**src/rtl/health_damage_arbiter_if.sv**
```systemverilog
// Damage/health bus between collision logic (master) and health_damage_arbiter (slave).
// heal_req exists only when HEALTH_HEAL_EN is defined.
interface health_damage_arbiter_if #(
  parameter int N_SRC = 4
);
  logic [N_SRC-1:0]   dmg_req;
  logic [2*N_SRC-1:0] dmg_amt;
  logic [N_SRC-1:0]   dmg_grant;
  logic [3:0]         health;
  logic               invuln;
  logic               dead;
  logic               hit_pulse;
`ifdef HEALTH_HEAL_EN
  logic               heal_req;
`endif

  modport master (
    output dmg_req,
    output dmg_amt,
`ifdef HEALTH_HEAL_EN
    output heal_req,
`endif
    input  dmg_grant,
    input  health,
    input  invuln,
    input  dead,
    input  hit_pulse
  );

  modport slave (
    input  dmg_req,
    input  dmg_amt,
`ifdef HEALTH_HEAL_EN
    input  heal_req,
`endif
    output dmg_grant,
    output health,
    output invuln,
    output dead,
    output hit_pulse
  );
endinterface

```
**src/rtl/health_damage_arbiter.sv**
```systemverilog
// Player health sequencer: round-robin damage arbitration, invulnerability window,
// death hold-off and auto-respawn. Optional heal pickup via `define HEALTH_HEAL_EN.
module health_damage_arbiter #(
  parameter int N_SRC          = 4,
  parameter int HEALTH_MAX     = 8,
  parameter int INVULN_CYCLES  = 300,
  parameter int RESPAWN_CYCLES = 200
) (
  input logic                    clk,
  input logic                    reset_n,
  health_damage_arbiter_if.slave bus
);

  localparam int IW   = (N_SRC > 1) ? $clog2(N_SRC) : 1;
  localparam int TMAX = (INVULN_CYCLES > RESPAWN_CYCLES) ? INVULN_CYCLES : RESPAWN_CYCLES;
  localparam int TW   = $clog2(TMAX + 1);

  localparam logic [3:0]    HMAX      = 4'(HEALTH_MAX);
  localparam logic [TW-1:0] T_INVULN  = TW'(INVULN_CYCLES - 1);
  localparam logic [TW-1:0] T_RESPAWN = TW'(RESPAWN_CYCLES - 1);
  localparam logic [IW-1:0] LAST_SRC  = IW'(N_SRC - 1);

  typedef enum logic [1:0] {
    ST_ALIVE  = 2'd0,
    ST_INVULN = 2'd1,
    ST_DEAD   = 2'd2
  } state_t;

  // First set request bit at or above ptr, wrapping at N_SRC.
  function automatic logic [IW-1:0] rr_pick(input logic [N_SRC-1:0] req,
                                            input logic [IW-1:0]    ptr);
    logic [IW-1:0] win;
    logic          found;
    int            idx;
    win   = ptr;
    found = 1'b0;
    for (int k = 0; k < N_SRC; k++) begin
      idx = (int'(ptr) + k) % N_SRC;
      if (!found && req[idx]) begin
        win   = IW'(idx);
        found = 1'b1;
      end else begin
        win   = win;
        found = found;
      end
    end
    return win;
  endfunction

  state_t           state_r, state_nxt_s;
  logic [TW-1:0]    timer_r, timer_nxt_s;
  logic [IW-1:0]    rr_r, rr_nxt_s;
  logic [3:0]       health_r, health_nxt_s;
  logic [N_SRC-1:0] grant_r, grant_nxt_s;
  logic             hit_r, hit_nxt_s;
  logic             invuln_r, dead_r;

  logic [IW-1:0]    win_s;
  logic [1:0]       amt_raw_s;
  logic [3:0]       dmg_s;
  logic [3:0]       heal_health_s;
  logic             heal_s;

`ifdef HEALTH_HEAL_EN
  assign heal_s = bus.heal_req;
`else
  assign heal_s = 1'b0;
`endif

  assign win_s         = rr_pick(bus.dmg_req, rr_r);
  assign amt_raw_s     = bus.dmg_amt[{win_s, 1'b0} +: 2];
  // An encoded amount of 0 still costs one point.
  assign dmg_s         = (amt_raw_s == 2'd0) ? 4'd1 : {2'b00, amt_raw_s};
  assign heal_health_s = (health_r < HMAX) ? (health_r + 4'd1) : HMAX;

  // Next-state, timer, health and pulse computation.
  always_comb begin
    state_nxt_s  = state_r;
    timer_nxt_s  = timer_r;
    rr_nxt_s     = rr_r;
    health_nxt_s = health_r;
    grant_nxt_s  = {N_SRC{1'b0}};
    hit_nxt_s    = 1'b0;
    case (state_r)
      ST_ALIVE: begin
        if (|bus.dmg_req) begin
          grant_nxt_s = {{(N_SRC-1){1'b0}}, 1'b1} << win_s;
          hit_nxt_s   = 1'b1;
          rr_nxt_s    = (win_s == LAST_SRC) ? {IW{1'b0}} : (win_s + IW'(1));
          // Saturate at zero; the hit always wins over a same-cycle heal.
          if (health_r <= dmg_s) begin
            health_nxt_s = 4'd0;
            state_nxt_s  = ST_DEAD;
            timer_nxt_s  = T_RESPAWN;
          end else begin
            health_nxt_s = health_r - dmg_s;
            state_nxt_s  = ST_INVULN;
            timer_nxt_s  = T_INVULN;
          end
        end else if (heal_s) begin
          health_nxt_s = heal_health_s;
        end else begin
          health_nxt_s = health_r;
        end
      end
      ST_INVULN: begin
        if (heal_s) begin
          health_nxt_s = heal_health_s;
        end else begin
          health_nxt_s = health_r;
        end
        if (timer_r == {TW{1'b0}}) begin
          state_nxt_s = ST_ALIVE;
        end else begin
          timer_nxt_s = timer_r - TW'(1);
        end
      end
      ST_DEAD: begin
        if (timer_r == {TW{1'b0}}) begin
          state_nxt_s  = ST_ALIVE;
          health_nxt_s = HMAX;
        end else begin
          timer_nxt_s  = timer_r - TW'(1);
        end
      end
      default: begin
        state_nxt_s  = ST_ALIVE;
        timer_nxt_s  = {TW{1'b0}};
        health_nxt_s = HMAX;
      end
    endcase
  end

  // State and registered outputs.
  always_ff @(posedge clk or negedge reset_n) begin
    if (!reset_n) begin
      state_r  <= ST_ALIVE;
      timer_r  <= {TW{1'b0}};
      rr_r     <= {IW{1'b0}};
      health_r <= HMAX;
      grant_r  <= {N_SRC{1'b0}};
      hit_r    <= 1'b0;
      invuln_r <= 1'b0;
      dead_r   <= 1'b0;
    end else begin
      state_r  <= state_nxt_s;
      timer_r  <= timer_nxt_s;
      rr_r     <= rr_nxt_s;
      health_r <= health_nxt_s;
      grant_r  <= grant_nxt_s;
      hit_r    <= hit_nxt_s;
      invuln_r <= (state_nxt_s == ST_INVULN);
      dead_r   <= (state_nxt_s == ST_DEAD);
    end
  end

  assign bus.dmg_grant = grant_r;
  assign bus.health    = health_r;
  assign bus.invuln    = invuln_r;
  assign bus.dead      = dead_r;
  assign bus.hit_pulse = hit_r;

endmodule

```
**src/flat_wrapper.sv**
```systemverilog
// flat-port wrapper written by rule: the top's interface ports become plain ports
module health_damage_arbiter_flat 
#(
  parameter int N_SRC          = 4,
  parameter int HEALTH_MAX     = 8,
  parameter int INVULN_CYCLES  = 300,
  parameter int RESPAWN_CYCLES = 200
)
  (clk, reset_n, bus_dmg_req, bus_dmg_amt, bus_dmg_grant, bus_health, bus_invuln, bus_dead, bus_hit_pulse);
  health_damage_arbiter_if #(.N_SRC(N_SRC)) bus_i ();
  input logic clk;
  input logic reset_n;
  input wire logic [$bits(bus_i.dmg_req)-1:0] bus_dmg_req;
  input wire logic [$bits(bus_i.dmg_amt)-1:0] bus_dmg_amt;
  output wire logic [$bits(bus_i.dmg_grant)-1:0] bus_dmg_grant;
  output wire logic [$bits(bus_i.health)-1:0] bus_health;
  output wire logic [$bits(bus_i.invuln)-1:0] bus_invuln;
  output wire logic [$bits(bus_i.dead)-1:0] bus_dead;
  output wire logic [$bits(bus_i.hit_pulse)-1:0] bus_hit_pulse;
  assign bus_i.dmg_req = bus_dmg_req;
  assign bus_i.dmg_amt = bus_dmg_amt;
  assign bus_dmg_grant = bus_i.dmg_grant;
  assign bus_health = bus_i.health;
  assign bus_invuln = bus_i.invuln;
  assign bus_dead = bus_i.dead;
  assign bus_hit_pulse = bus_i.hit_pulse;
  health_damage_arbiter #(.N_SRC(N_SRC), .HEALTH_MAX(HEALTH_MAX), .INVULN_CYCLES(INVULN_CYCLES), .RESPAWN_CYCLES(RESPAWN_CYCLES)) u_core (.clk(clk), .reset_n(reset_n), .bus(bus_i));
endmodule
```
**config.mk**
```make
export PLATFORM = sky130hd
export DESIGN_NAME = health_damage_arbiter_flat
export DESIGN_NICKNAME = d
export VERILOG_FILES = /design/src/rtl/health_damage_arbiter_if.sv /design/src/rtl/health_damage_arbiter.sv /design/src/flat_wrapper.sv
export SDC_FILE = /design/constraint.sdc
export NUM_CORES = 1
export LEC_CHECK = 0
export ABC_AREA = 1
export BUFFER_PORTS_ARGS = -buffer_cell sky130_fd_sc_hd__buf_2
export CAP_MARGIN = 15
export CELL_PAD_IN_SITES_DETAIL_PLACEMENT = 0
export CELL_PAD_IN_SITES_GLOBAL_PLACEMENT = 1
export CORE_MARGIN = 5
export CORE_UTILIZATION = 37
export DETAILED_ROUTE_END_ITERATION = 8
export PLACE_DENSITY_LB_ADDON = 0.1
export SKIP_CTS_REPAIR_TIMING = 1
export SLEW_MARGIN = 30
export SYNTH_ARGS = -nofsm -noshare
export SYNTH_HDL_FRONTEND = slang
export SYNTH_SLANG_ARGS = --single-unit
```
**constraint.sdc**
```tcl
create_clock -name clk -period 2.59 [get_ports clk]
set_input_delay 0 -clock clk [delete_from_list [all_inputs] [get_ports clk]]
set_output_delay 0 -clock clk [all_outputs]
set_load 0.1 [all_outputs]
```
# Word-level counts from Yosys, hierarchy flattened
# Index checks and enable logic that the tools add are counted.
[word_totals] reg_bits=24 in_bits=14 out_inout_bits=11 wordCells=85
[classes] addsub=6 order_cmp=5 eq_ne=8 shift=2 n_mux=35 bitwise=4 n_reduce_logical=17
[ops] cell="2-to-1 mux 9 bit" n=3
[ops] cell="2-to-1 mux 4 bit" n=5
[ops] cell="case mux 9 bit (2 select lines)" n=1
[ops] cell="2-to-1 mux 2 bit" n=8
[ops] cell="< comparator 3 x 4 -> 1 bit (second input constant)" n=3
[ops] cell="2-to-1 mux 1 bit" n=12
[ops] cell="case mux 4 bit (3 select lines)" n=1
[ops] cell="zero test 9 bit" n=1
[ops] cell="subtractor 9 x 1 -> 9 bit (second input constant)" n=1
[ops] cell="binary-select mux 1 bit (select 2 bit)" n=4
[ops] cell="OR reduction 2 bit" n=4
[ops] cell="variable part select 8 x 4 -> 2 bit" n=1
[ops] cell="equality test 2 bit (second input constant)" n=3
[ops] cell="adder 2 x 1 -> 2 bit (second input constant)" n=2
[ops] cell="adder 2 bit (second input constant)" n=2
[ops] cell="equality test 2 x 1 -> 1 bit (second input constant)" n=2
[ops] cell="<= comparator 4 bit" n=1
[ops] cell="zero test 2 bit" n=2
[ops] cell="inequality test 2 x 1 -> 1 bit (second input constant)" n=2
[ops] cell="case mux 2 bit (2 select lines)" n=1
[ops] cell="AND reduction 2 bit" n=2
[ops] cell="OR reduction 4 bit" n=1
[ops] cell="<< shifter 1 x 2 -> 4 bit (first input constant)" n=1
[ops] cell="subtractor 4 bit" n=1
[ops] cell="other kinds (7)" n=13

# Longest topological paths before layout
[depth] word_depth=22 depth_mapped=26 depth_no_buf=25

# Least setup slack after synthesis
# Ideal clock, no wire load.
[synth_path] path_kind="reg2reg" start="register u_core.rr_r[0]" end="register u_core.invuln_r, in the netlist u_core.bus.invuln" setup_time_ns=0.122 arrival_time_ns=2.710 required_time_ns=2.468 setup_slack_ns=-0.243 path_stages_with_launch=25 n_path_buf=1 period_less_slack_ns=2.833 cell_sequence="dfrtp_1 > buf_4 > nand2_1 > nand3_1 > nand2_2 > inv_2 > nor2_8 > nand2_4 > nand2_4 > nand2_4 > nand2_1 > nand2_1 > nand2_1 > nand2_1 > nand2_1 > ha_1 > inv_1 > fa_1 > a21boi_0 > nor2_1 > nor2_1 > o22ai_1 > nand2_1 > nand2_1 > nor2_1"
[synth_between] elab_chain_cells=20 word_cells_on_any_way=34 classes_between="add/sub: 3; order compare: 1; eq/ne: 1; shift: 1; mux: 21; reduce/logical: 7"
[synth_lines] item="start, declared" line_no="health_damage_arbiter.sv:52" source="logic [IW-1:0] rr_r, rr_nxt_s;"
[synth_lines] item="start signal, assigned" line_no="health_damage_arbiter.sv:139" source="rr_r <= {IW{1'b0}};"
[synth_lines] item="start signal, assigned" line_no="health_damage_arbiter.sv:148" source="rr_r <= rr_nxt_s;"
[synth_lines] item="adder 2 x 1 -> 2 bit / binary-select mux 1 bit (select 2 bit) (equally long branches)" line_no="health_damage_arbiter.sv:38, health_damage_arbiter.sv:39"
[synth_lines] item="binary-select mux 1 bit (select 2 bit) / 2-to-1 mux 1 bit (equally long branches)" line_no="health_damage_arbiter.sv:39" source="if (!found && req[idx]) begin"
[synth_lines] item="2-to-1 mux 1 bit (implied by the code)" line_no="health_damage_arbiter.sv:39"
[synth_lines] item="2-to-1 mux 1 bit (implied by the code) / zero test 1 bit (equally long branches)" line_no="health_damage_arbiter.sv:39"
[synth_lines] item="logical AND 1 bit" line_no="health_damage_arbiter.sv:39"
[synth_lines] item="2-to-1 mux 1 bit" line_no="health_damage_arbiter.sv:39"
[synth_lines] item="zero test 1 bit" line_no="health_damage_arbiter.sv:39"
[synth_lines] item="logical AND 1 bit" line_no="health_damage_arbiter.sv:39"
[synth_lines] item="[4 not listed]"
[synth_lines] item="variable part select 8 x 4 -> 2 bit (*)" line_no="health_damage_arbiter.sv:71" source="assign amt_raw_s = bus.dmg_amt[{win_s, 1'b0} +: 2];"
[synth_lines] item="zero test 2 bit" line_no="health_damage_arbiter.sv:73" source="assign dmg_s = (amt_raw_s == 2'd0) ? 4'd1 : {2'b00, amt_raw_s};"
[synth_lines] item="2-to-1 mux 2 bit (*)" line_no="health_damage_arbiter.sv:73"
[synth_lines] item="<= comparator 4 bit (*)" line_no="health_damage_arbiter.sv:91" source="if (health_r <= dmg_s) begin"
[synth_lines] item="2-to-1 mux 2 bit (*)" line_no="health_damage_arbiter.sv:91"
[synth_lines] item="2-to-1 mux 2 bit (*)" line_no="health_damage_arbiter.sv:86" source="if (|bus.dmg_req) begin"
[synth_lines] item="case mux 2 bit (2 select lines) (*)" line_no="health_damage_arbiter.sv:84" source="case (state_r)"
[synth_lines] item="equality test 2 x 1 -> 1 bit (*)" line_no="health_damage_arbiter.sv:152" source="invuln_r <= (state_nxt_s == ST_INVULN);"
[synth_lines] item="end signal, assigned" line_no="health_damage_arbiter.sv:152"
[synth_lines] item="end, declared" line_no="health_damage_arbiter.sv:56" source="logic invuln_r, dead_r;"
# Mark *: on every way between the ends. The rest lies on a longest branch, timed or not. The select of a mux whose other input is x is not followed.
# A chain may end at the register's enable or synchronous reset.

# Final worst setup path
# Same ends and word-level chain as after synthesis.

==> flow_summary.json <==
{
  "synth_area_leaders": "dfrtp_1 (32%), nand2_1 (16%), inv_1 (8.2%)",
  "synth.most_common_cell": "nand2_1",
  "outcome": "finished with violations",
  "syn_area_per_cell_sq_um": 7.11,
  "clock_path_buffers": 2,
  "cts_tree": "done",
  "io_pins": 25,
  "h-tree-depth": 1,
  "grt_max_degree": 25,
  "dpl.hpwl_mm": 3.16,
  "rows": 25,
  "drt-total-wl_mm": 4.19,
  "crit_fanout": 7,
  "synth_top_cell_area_share_pct": 32.1,
  "min_period_ns": 2.97,
  "dieArea_sq_um": 6330,
  "routedWlPerCell_um": 11.2,
  "syn_to_final_growth_pct": 40.5,
  "antennaDiodeCount": 0,
  "drive_gt1_share_pct": 41.4,
  "yosysWarnings": 0,
  "cts.sink_count": 24,
  "synth_area_leader_cell": "dfrtp_1",
  "vias": 1693,
  "path_clk_slew_ns": 0.09,
  "synthTopCellsByCount": "nand2_1 (77), inv_1 (39), dfrtp_1 (23)",
  "final_max_slew_viol_count": 0,
  "finalHoldViolations": 0,
  "synth_top_flop_cell": "dfrtp_1",
  "critPathRequiredTime_ns": 2.80,
  "synthDistinctLibCells": 32,
  "nNetsFinal": 334,
  "postRouteAntennaNets": 0,
  "ys_async_sr_fraction_pct": 100,
  "ys_ff_latch": 24,
  "firstDrtPassIters": 4,
  "antenna_found_initial": 0,
  "root_buffer": "clkbuf_8",
  "fin_crit_sh_pct": 115,
  "io_buffers": 24,
  "numCtsBuffers": 3,
  "grt_pass1_wl_mm": 6.92,
  "critPathArrivalTime_ns": 3.18,
  "worst_slew_pin_slew_ns": 0.550,
  "setup_ws_ns": -0.380,
  "initial_core_util_pct": 37.9,
  "drv_cap": 0,
  "core_area_sq_um": 4720,
  "hp-class": "in -> async",
  "fin_worst_skew_ns": 0.00826,
  "syn_nets": 278,
  "hold-worst-slack_ns": 0.236,
  "clock_latency_ns": 0.27,
  "critPathLaunchType": "register",
  "relSlewSlack_pct": 63.3,
  "netlist_area_sq_um": 1790,
  "end_kind": "register",
  "drtIter0Drc": 34,
  "viasPerCell": 4.53,
  "crit_type": "reg -> reg",
  "violations": "negative setup slack",
  "grt_pass1_vias": 1586,
  "clock.fmax_ghz": 0.337,
  "drc": 0,
  "grt_usage_pct": 13.3,
  "ys_seq_area_share_pct": 33.6,
  "synth_edf_count": 0,
  "grt_overflow_total": 0,
  "netlist_instances": 252,
  "die_w_um": 79.6,
  "die_y_um": 79.6,
  "rsz0062_at_grt": "yes",
  "setup_viol": 14,
  "gp_congestion": 0.767
}
-- flip-flops by register name (all words and copies together), names as in the netlist --
name,flops
u_core.bus.hit_pulse,1
u_core.timer_r,9
u_core.bus.dmg_grant,4
u_core.state_r,2
u_core.rr_r,2
u_core.bus.invuln,1
u_core.bus.health,4
u_core.bus.dead,1
-- path summary, 6_finish.rpt --
| kind | startpoint | to | slack (ns) | depth (start not counted) |
|---|---|---|---|---|
| worst max-delay path | u_core.rr_r[0] | u_core.bus.invuln | -0.38 | 23 |
| worst min-delay path | reset_n | u_core.timer_r[4] | 0.24 | 2 |
| worst max register to register | u_core.rr_r[0] | u_core.bus.invuln | -0.38 | 23 |
| worst min register to register | u_core.bus.health[3] | u_core.bus.health[3] | 0.52 | 2 |
| max in group asynchronous | reset_n | u_core.rr_r[1] | 1.96 | 2 |
| min in group clk | bus_dmg_req[1] | u_core.bus.dead | 0.35 | 6 |
-- cells in the final DEF, fill, tap and decap left out, types with 5 or more instances in the layout --
cell / n
a21oi_1: 7
buf_2: 24
buf_4: 21
buf_6: 7
dfrtp_1: 21
ha_1: 10
inv_1: 35
inv_2: 5
nand2_1: 54
nand2_2: 24
nand2_4: 12
nand3_1: 9
nor2_1: 16
o21ai_0: 8
o21ai_1: 5
-- cell families after synthesis --
group | Yosys count | synth area share (%)
AOI/OAI and AO/OA | 36 | 11.9
xor gates and xnor gates | 1 | 0.489
adders and majority gates | 12 | 8.80
buffers and inverters | 47 | 10.5
DFF | 24 | 33.6
and+or+nand+nor | 132 | 34.8
-- worst max-delay path: stages, from the launching register on --
cell and delay [ns]:
dfrtp_2 0.45, buf_6 0.15, nand2_4 0.06, nand3_2 0.08, nand2_4 0.12, inv_4 0.05, nor2_8 0.13, nand2_4 0.08
buf_6 0.12, a21oi_4 0.15, buf_6 0.12, nand2_2 0.04, nand2_2 0.06, nand2_2 0.06, ha_4 0.16, inv_4 0.05
fa_2 0.19, a21boi_4 0.21, nor2_4 0.07, nor2_4 0.18, o22ai_2 0.09, nand2_1 0.11, nand2_1 0.07, nor2_1 0.10
-- stage by stage --
stage	setup TNS (ns)	cells	worst slack (ns)	utilization, %	area, sq um
after global routing	-6.67	374	-0.574	53.3	2520
after detailed placement	-4.79	359	-0.443	45.4	2140
after floorplan	-0.618	252	-0.143	-	1830
after global placement	-3.59	359	-0.386	45.4	2140
final	-4.19	374	-0.380	53.3	2520
after CTS	-5.20	363	-0.471	46.3	2190
-- metal layers --
| metal | vias up | wire, um | GRT usage (%) |
|---|---|---|---|
| met5 | - | 0 | 0 |
| met4 | 0 | 57 | 4.12 |
| met3 | 5 | 96 | 1.02 |
| met2 | 22 | 2100 | 23.6 |
| met1 | 762 | 1940 | 17.0 |
| li1 | 904 | - | - |
-- area by class of cell --
| class | count | area (sq um) |
|---|---|---|
| fillers | 448 | 2210 |
| multi-input cells | 181 | 1230 |
| flip-flops and latches | 24 | 604 |
| repair buffers | 53 | 367 |
| inverters | 45 | 184 |
| well taps | 67 | 83.8 |
| clock buffers | 4 | 45.0 |
Power is left out: the tool's default activity adds up to more than one toggle a clock period on the data nets, which glitch-free logic cannot reach.
